$ cat config.mk
export PLATFORM = sky130hd
export DESIGN_NAME = instruction_fetch
export DESIGN_NICKNAME = d
export VERILOG_FILES = /design/src/rtl/instruction_fetch_pkg.sv /design/src/rtl/instruction_fetch.sv
export SDC_FILE = /design/constraint.sdc
export NUM_CORES = 1
export LEC_CHECK = 0
export CAP_MARGIN = 5
export CORE_MARGIN = 4
export CORE_UTILIZATION = 45
export CTS_CLUSTER_DIAMETER = 50
export CTS_CLUSTER_SIZE = 25
export DETAILED_ROUTE_END_ITERATION = 8
export HOLD_SLACK_MARGIN = 0.05
export PLACE_DENSITY = 0.83
export SLEW_MARGIN = 20
export SYNTH_ARGS = -nofsm -noshare
export SYNTH_HDL_FRONTEND = slang
export SYNTH_SLANG_ARGS = --single-unit
$ cat constraint.sdc
create_clock -name clk -period 2.77 [get_ports clk]
set_clock_uncertainty 0.1 [all_clocks]
set_input_delay 0.554 -clock clk [delete_from_list [all_inputs] [get_ports clk]]
set_output_delay 0.554 -clock clk [all_outputs]
set_load 0.02 [all_outputs]
$ cat src/rtl/instruction_fetch_pkg.sv
// ============================================================================
// Module      : instruction_fetch_pkg
// Description : Shared CPU constants, fetch FSM encoding and IF/ID layout.
// Revision    : 1.0 - initial release
// ============================================================================
`default_nettype none

package instruction_fetch_pkg;

  localparam logic [31:0] c_reset_pc   = 32'h0000_0000;
  localparam logic [31:0] c_nop_instr  = 32'h0000_0013;  // addi x0, x0, 0
  localparam logic [31:0] c_halt_instr = 32'hffff_ffff;

  localparam logic [0:0] c_st_fetch  = 1'b0;
  localparam logic [0:0] c_st_halted = 1'b1;

  typedef struct packed {
    logic [31:0] instr;
    logic [31:0] pc;
    logic        valid;
  } ifid_t;

endpackage

`default_nettype wire

$ cat src/rtl/instruction_fetch.sv
// ============================================================================
// Module      : instruction_fetch
// Description : PC register, halt-aware fetch FSM and IF/ID pipeline register.
// Revision    : 1.0 - initial release
// ============================================================================
`default_nettype none

module instruction_fetch
  import instruction_fetch_pkg::*;
#(
  parameter logic [31:0] RESET_PC   = c_reset_pc,
  parameter logic [31:0] NOP_INSTR  = c_nop_instr,
  parameter logic [31:0] HALT_INSTR = c_halt_instr
) (
  input  logic        clk,
  input  logic        rst,
  input  logic        stall,
  input  logic        redirect_valid,
  input  logic [31:0] redirect_pc,
  output logic [4:0]  rom_addr,
  input  logic [31:0] rom_instr,
  output logic [31:0] ifid_instr,
  output logic [31:0] ifid_pc,
  output logic        ifid_valid,
  output logic        halted
);

  logic [31:0] r_pc;
  logic [0:0]  r_state;
  ifid_t       r_ifid;
  logic        w_is_halt;
  logic        w_unused_misalign;

  assign rom_addr          = r_pc[6:2];
  assign w_is_halt         = (rom_instr == HALT_INSTR);
  // Misaligned target bits are dropped, not flagged.
  assign w_unused_misalign = ^redirect_pc[1:0];

  always_ff @(posedge clk) begin
    if (rst) begin
      r_pc         <= RESET_PC;
      r_state      <= c_st_fetch;
      r_ifid.instr <= NOP_INSTR;
      r_ifid.pc    <= 32'h0;
      r_ifid.valid <= 1'b0;
    end else if (redirect_valid) begin
      // Squash the in-flight fetch; a halt seen on the wrong path is abandoned.
      r_pc         <= {redirect_pc[31:2], 2'b00};
      r_state      <= c_st_fetch;
      r_ifid.instr <= NOP_INSTR;
      r_ifid.valid <= 1'b0;
    end else if (!stall) begin
      if (r_state == c_st_fetch) begin
        r_ifid.instr <= rom_instr;
        r_ifid.pc    <= r_pc;
        r_ifid.valid <= 1'b1;
        if (w_is_halt) begin
          r_state <= c_st_halted;
        end else begin
          r_pc <= r_pc + 32'd4;
        end
      end else begin
        r_ifid.instr <= NOP_INSTR;
        r_ifid.valid <= 1'b0;
      end
    end
  end

  assign ifid_instr = r_ifid.instr;
  assign ifid_pc    = r_ifid.pc;
  assign ifid_valid = r_ifid.valid;
  assign halted     = (r_state == c_st_halted);

endmodule

`default_nettype wire

# Word-level counts from Yosys, hierarchy flattened
# Index checks and enable logic that the tools add are counted.
# Widths: inputs -> output; s select.
[op_classes] n_bitwise=4 reduce_logical=4 eq_ne=4 add_sub_neg=1 n_mux=8
[op_table] operator="$mux 32" count=5
[op_table] operator="$add 32x3->32 const B" count=1
[op_table] operator="$eq 32x32->1 const B" count=1
[op_table] operator="$reduce_and 3->1" count=3
[op_table] operator="$ne 2x2->1 const B" count=2
[op_table] operator="$not 1->1" count=4
[op_table] operator="$mux 1" count=3
[op_table] operator="$ne 2x1->1 const B" count=1
[op_table] operator="$reduce_or 2->1" count=1
[totals] elab_cells=27 inputBits=68 out_inout_bits=71 reg_bits=98

# Depth between registers and ports, before layout
# Gate-level depths: netlist of run 1.
[depth] ltp_word=5 ltp_mapped=7 ltp_nobuf=6

# Least setup slack after synthesis of run 1
# OpenSTA, ideal clock, no wires.
[synth_path] kind="input-to-reg" from="input rom_instr[31]" to="register r_pc[24]" setup_ps=91 required_time_ps=2579 path_buffers=2 path_slack_ps=591 arrival_time_ps=1988 cell_stages=7 path_cell_list="nand4_1 or4_4 o21ai_2 buf_6 buf_6 o21ai_1 a311oi_1"
[synth_via] elab_chain_cells=3
[synth_lines] element="from (decl)" line_no="instruction_fetch.sv:21" rtl="input logic [31:0] rom_instr,"
[synth_lines] element="$eq 32x32->1" line_no="instruction_fetch.sv:35" rtl="assign w_is_halt = (rom_instr == HALT_INSTR);"
[synth_lines] element="$ne 2x2->1 (no line)"
[synth_lines] element="$reduce_and 3->1 (no line)"
[synth_lines] element="to (signal assigned)" line_no="instruction_fetch.sv:48" rtl="r_pc <= {redirect_pc[31:2], 2'b00};"
[synth_lines] element="to (signal assigned)" line_no="instruction_fetch.sv:60" rtl="r_pc <= r_pc + 32'd4;"
[synth_lines] element="to (decl)" line_no="instruction_fetch.sv:28" rtl="logic [31:0] r_pc;"
# Every way passes these cells.
# A chain may end at the register's enable or synchronous reset.

# Final worst setup path of run 1
[layout_path] from="input rom_instr[15]" to="register r_pc[26]"
# The elaborated chain is that of the path after synthesis.

==> run metrics, run 1 <==
Starting Density 47.1%; EDFF count, synth 0; Synth Area per Inst 8.59 um^2; CTS max path bufs 2; Yosys warning count 0; RSZ-0062 raised after global routing false; max capacitance violation total 0; clock root buffer master clkbuf_8; post-synthesis sequential area ratio between 40% and 50%; initial antenna violation count 0; fmax 407 MHz; Diodes inserted 0; DRC viols 0; CP Capture Type flop; worst hold path type flop to flop; Synth Register Bits 94; adder-cell share of the synthesized area 0.300%; Num CTS Buffers 9; # IOs between 100 and 150; Total Wirelength 12200 um; First-pass DRT Iterations 4; Sink Count 94; R2R depth 6; ANT nets after route 0; RD Place Congestion 0.810; PortBufs 134; Core Footprint 0.00885 mm^2; slew margin rel. 60.9%; H-tree Lvls 3; TritonCTS clock tree yes; status completed; worst vdd ir approximately 0.3 mV; Tot Pwr 2810 uW; Finish-stage setup viols 0; clk slew on worst S/H paths around 0.09 ns; grt total ovfl 0; critical path launch point type primary input; DP Worst Slack -0.0589 ns; # Post-CTS Setup Buffers 0; Synth Area in Simple Gates 24.4%; total number of vias 4170; vias per cell roughly 5.8; layout cell share with drive strength beyond 1 between 10% and 20%; Netlist Area Pre-Place 0.00417 mm^2; mux contribution to synthesized area 0%; Syn Inst Count 485; worst-margin pin slew roughly 0.6 ns; vias in the first global route 4141; FP Rows 34; CTS Hold Bufs 0; GRT Util Overall 22.2%; post-synthesis compound-gate area fraction between 20% and 30%; Clock Latency Late Sink 0.35 ns; PD cells 487 mW/mm^2; Die W 104 um; Async SR Flop Fraction 0%; Crit Path Category primary input to flop; min cycle time layout 2.45 ns; nets 680; leakage 0.00200 uW; die area 0.0109 mm^2; synth unique cells approximately 50; first-pass GRT wire length 20000 um; Final Hold Vio Count 0; area grow syn2layout 38.5%; Wirelength per Cell 16.8 um; Initial DRC Count ~180; Max FO, Critical Path 18; Die Height 104 um; HPWL after DPL 8990 um; part of the cycle the worst path needs ~89%; Critical Path RT between 2 and 3 ns; post-synthesis xor/xnor area fraction ~1.5%; largest family of logic cells by synthesized area simple AND/OR/NAND/NOR gates; Hold Path Depth 2; PnR worst setup slack 0.316 ns; Post-CTS Resized 0; largest net degree at the start of global routing 33; Arr. time, crit path 2.62 ns; Most used DFF post-synth dfxtp_1; max-slew violation count 0
## metal layers
metal / track usage (%) / vias up / wire length (um)
met1: 25.6 / 1985 / 4890
met3: 7.70 / 17 / 1090
met4: 7.31 / 0 / 164
met5: 0 / - / 0
met2: 38.3 / 160 / 6000
li1: - / 2008 / -
## critical path, cell delays in order
cell,delay (ns)
clkdlybuf4s50_1,0.52
nand4_1,0.16
or4_4,0.58
o21ai_2,0.17
buf_12,0.17
buf_4,0.13
o31ai_1,0.08
a311oi_1,0.26
## cells by family (layout without fill, tap and decap cells)
kind of cell    Yosys count  count (layout)
fa+ha+maj                 1               1
flops                    94              94
simple gates            202             202
xor+xnor                  7               7
other cells               1               2
buf+inv                  47             177
compound gates          133             133
## sequential cells by signal (all words and copies together) (netlist names)
register and flops:
halted 1, ifid_instr 32, ifid_pc 30, ifid_valid 1, r_pc 30
## cell usage in the layout (no fill, tap or decap), types with 5 or more instances in the layout
cell,synthesis,layout
clkdlybuf4s50_1,0,133
dfxtp_1,94,94
nand2_1,89,89
nor2_1,48,47
a21oi_1,36,36
a22oi_1,30,30
buf_4,8,21
a211oi_1,13,13
nand4_1,11,11
a31oi_1,11,11
nand3_1,10,10
or4_1,10,10
clkbuf_8,4,10
xnor2_1,7,7
o31ai_1,7,7
a311oi_1,7,7
o21bai_1,6,6
and4_1,5,5
## cell type report
cell class | instances | area, um^2
Tap cell | 108 | 135
Timing Repair Buffer | 156 | 1510
Inverter | 5 | 18.8
Clock buffer | 11 | 141
Multi-Input combinational cell | 345 | 2020
Sequential cell | 94 | 1880
Clock inverter | 5 | 58.8
Fill cell | 765 | 3080
## cells in the mapped netlist, types with 5 or more instances
cell / count / area [um^2]
clkbuf_1: 24 / 90.1
xnor2_1: 7 / 61.3
o31ai_1: 7 / 52.6
a22oi_1: 30 / 225
o21bai_1: 6 / 45.0
buf_4: 8 / 60.1
nand2_1: 89 / 334
a31oi_1: 11 / 68.8
a211oi_1: 13 / 97.6
nand4_1: 11 / 68.8
dfxtp_1: 94 / 1880
nand3_1: 10 / 50.1
a21oi_1: 36 / 180
or4_1: 10 / 75.1
a311oi_1: 7 / 61.3
nor2_1: 48 / 180
and4_1: 5 / 43.8
## power breakdown
| group | switching, uW | internal [uW] |
|---|---|---|
| Clock | 474 | 443 |
| Combinational | 214 | 215 |
| Sequential | 56.9 | 1410 |
| Total | 745 | 2070 |
## metrics by stage
step                instance area, um^2  hold WS (ns)  TNS, ns  instances  util, %
floorplan                          4170         0.340        0        486        -
detailed placement                 5570         0.346   -0.107        708     62.9
global route                       5770         0.383        0        724     65.2
global placement                   5570         0.341        0        708     62.9
finish                             5770         0.356        0        724     65.2
CTS                                5770         0.358        0        724     65.2
## final timing paths
path	startpoint	end	slack, ns
min	ifid_pc[18]$_SDFFE_PP0P_	ifid_pc[18]$_SDFFE_PP0P_	0.36
min reg2reg	ifid_pc[18]$_SDFFE_PP0P_	ifid_pc[18]$_SDFFE_PP0P_	0.36
max reg2reg	r_pc[2]$_SDFFE_PP0P_	r_pc[16]$_SDFFE_PP0P_	0.42
max	rom_instr[15]	r_pc[26]$_SDFFE_PP0P_	0.32
Power figures use the tool's default switching activity.
==> inputs of run 2 (changes only) <==
- TNS_END_PERCENT: unset -> 5
==> results of run 2 <==
The final DEF is identical to that of run 1; final timing and power are the same.
==> inputs of run 3 (changes only) <==
- CORE_ASPECT_RATIO: unset -> 0.5
- RECOVER_POWER: unset -> 50
==> run metrics, run 3 (synthesis gave the netlist of run 1 again) <==
Clock Latency Late Sink 0.34 ns (about the same); TritonCTS clock tree yes; worst vdd ir 0.337 mV (+9.8%); total number of vias 4077 (-2.2%); min cycle time layout 2.47 ns (+0.0130 ns); worst-margin pin slew 1.06 ns (+0.470 ns); max-slew violation count 0 (unchanged); post-layout util 66.4% (+1.2 points); PD cells 520 mW/mm^2 (+6.6%); critical path launch point type primary input; Worst Hold Launch ifid_pc[2]$_SDFFE_PP0P_; PnR worst setup slack 0.303 ns (-0.0130 ns); Worst path max stage delay 0.87 ns (+0.29 ns); clk slew on worst S/H paths 0.06 ns (-0.03 ns); register area 0.00188 mm^2 (unchanged); Sink Count 94 (unchanged); CP Capture Type flop; RD Place Congestion 0.842 (+3.9%); Die Height 76.0 um (-27%); first-pass GRT wire length 18800 um (-5.8%); Finish-stage setup viols 0 (unchanged); leakage 0.00222 uW (+11%); Die W 144 um (+38%); HPWL after DPL 8180 um (-9.0%); grt total ovfl 0 (unchanged); GRT Util Overall 21.0% (-1.2 points); CTS max path bufs 2 (unchanged); TNS Setup 0 ns (unchanged); fill count 733 (-4.2%); FP Rows 24 (-29%); Wirelength per Cell 15.6 um (-6.8%); slew margin rel. 29.6% (-31 points); area grow syn2layout 41.2%; nets 682 (+0.29%); max capacitance violation total 0 (unchanged); Total Wirelength 11500 um (-5.4%); Post-CTS Resized 0 (unchanged); RSZ-0062 raised after global routing false; First-pass DRT Iterations 4 (unchanged); RR Startpoint r_pc[2]$_SDFFE_PP0P_; # IOs 139 (unchanged); die area 0.0110 mm^2 (+0.86%); layout cell share with drive strength beyond 1 10.7% (+0.13 points); # Post-CTS Setup Buffers 0 (unchanged); Max FO, Critical Path 31 (+13); initial antenna violation count 0 (unchanged); H-tree Lvls 3 (unchanged); Crit Path Category primary input to flop; Diodes inserted 0 (unchanged); Starting Density 47.0% (-0.053 points); Num CTS Buffers 9 (unchanged); register-to-register setup slack 0.35 ns (-0.07 ns); hold slack 0.348 ns (-0.00773 ns); vias per cell 5.55 (-3.7%); ANT nets after route 0 (unchanged); Core Footprint 0.00886 mm^2 (+0.11%); fmax 405 MHz (-0.53%); max reg flops 32 (unchanged); commonest cells after routing, fill and taps aside dfxtp_1, nand2_1, clkdlybuf4s50_1, dlygate4sd3_1, nor2_1; vias in the first global route 3865 (-6.7%); Initial DRC Count 293 (+67%); status completed; largest net degree at the start of global routing 62 (+88%); Final Hold Vio Count 0 (unchanged); DP Worst Slack 0.0256 ns (+0.0845 ns); DRC viols 0 (unchanged); CTS Hold Bufs 0 (unchanged); Critical Path RT 2.85 ns (-0.09 ns); most common cell after layout, fill and taps aside dfxtp_1; slowest CP cell or2_1; PortBufs 134 (unchanged); worst hold path type flop to flop; Arr. time, crit path 2.55 ns (-0.07 ns); Cell Chain, Critical Path dlygate4sd3_1 -> clkbuf_2 -> or2_1 -> nor2_1; clock root buffer master clkbuf_16; worst setup path start redirect_valid; part of the cycle the worst path needs 89.1% (+0.47 points); footprint of the multi-input gates 0.00202 mm^2 (unchanged)
## run 3: final timing paths
check	cells past startpoint	to
max	4	ifid_instr[10]$_SDFFE_PP0N_
min	2	ifid_pc[2]$_SDFFE_PP0P_
max reg2reg	6	r_pc[16]$_SDFFE_PP0P_
min reg2reg	2	ifid_pc[2]$_SDFFE_PP0P_
## run 3: area by class of cell
| type | count | area share (%) |
|---|---|---|
| Clock buffer | 12 | 4.36 |
| Clock inverter | 4 | 0.532 |
| Inverter | 5 | 0.319 |
| Multi-Input combinational cell | 345 | 34.3 |
| Sequential cell | 94 | 32.0 |
| Tap cell | 117 | 2.49 |
| Timing Repair Buffer | 158 | 26.0 |
## run 3: where the power goes
| part | leakage, uW | internal [uW] | switching [uW] |
|---|---|---|---|
| Clock | 0.000143 | 661 | 516 |
| Combinational | 0.00131 | 207 | 211 |
| Sequential | 0.000769 | 1410 | 51.3 |
| Total | 0.00222 | 2280 | 778 |
## run 3: critical path: cells and delay by family
kind,cells,cell delay (ns)
AND/OR/NAND/NOR,2,0.99
buffers and inverters,2,0.98
## run 3: routing by layer
layer | up-vias | wire [um] | track usage [%]
li1 | 2019 | - | -
met1 | 1925 | 4880 | 26.6
met2 | 115 | 5660 | 34.8
met3 | 18 | 773 | 6.27
met4 | 0 | 182 | 5.55
met5 | - | 0 | 0
## run 3: per-stage QoR
stage	cell area, um^2	total power (uW)	std cells
after floorplan	4170	1710	486
after global placement	5600	1910	719
after detailed placement	5600	1920	719
after CTS	5880	3100	735
after global routing	5880	3190	735
final	5880	3060	735
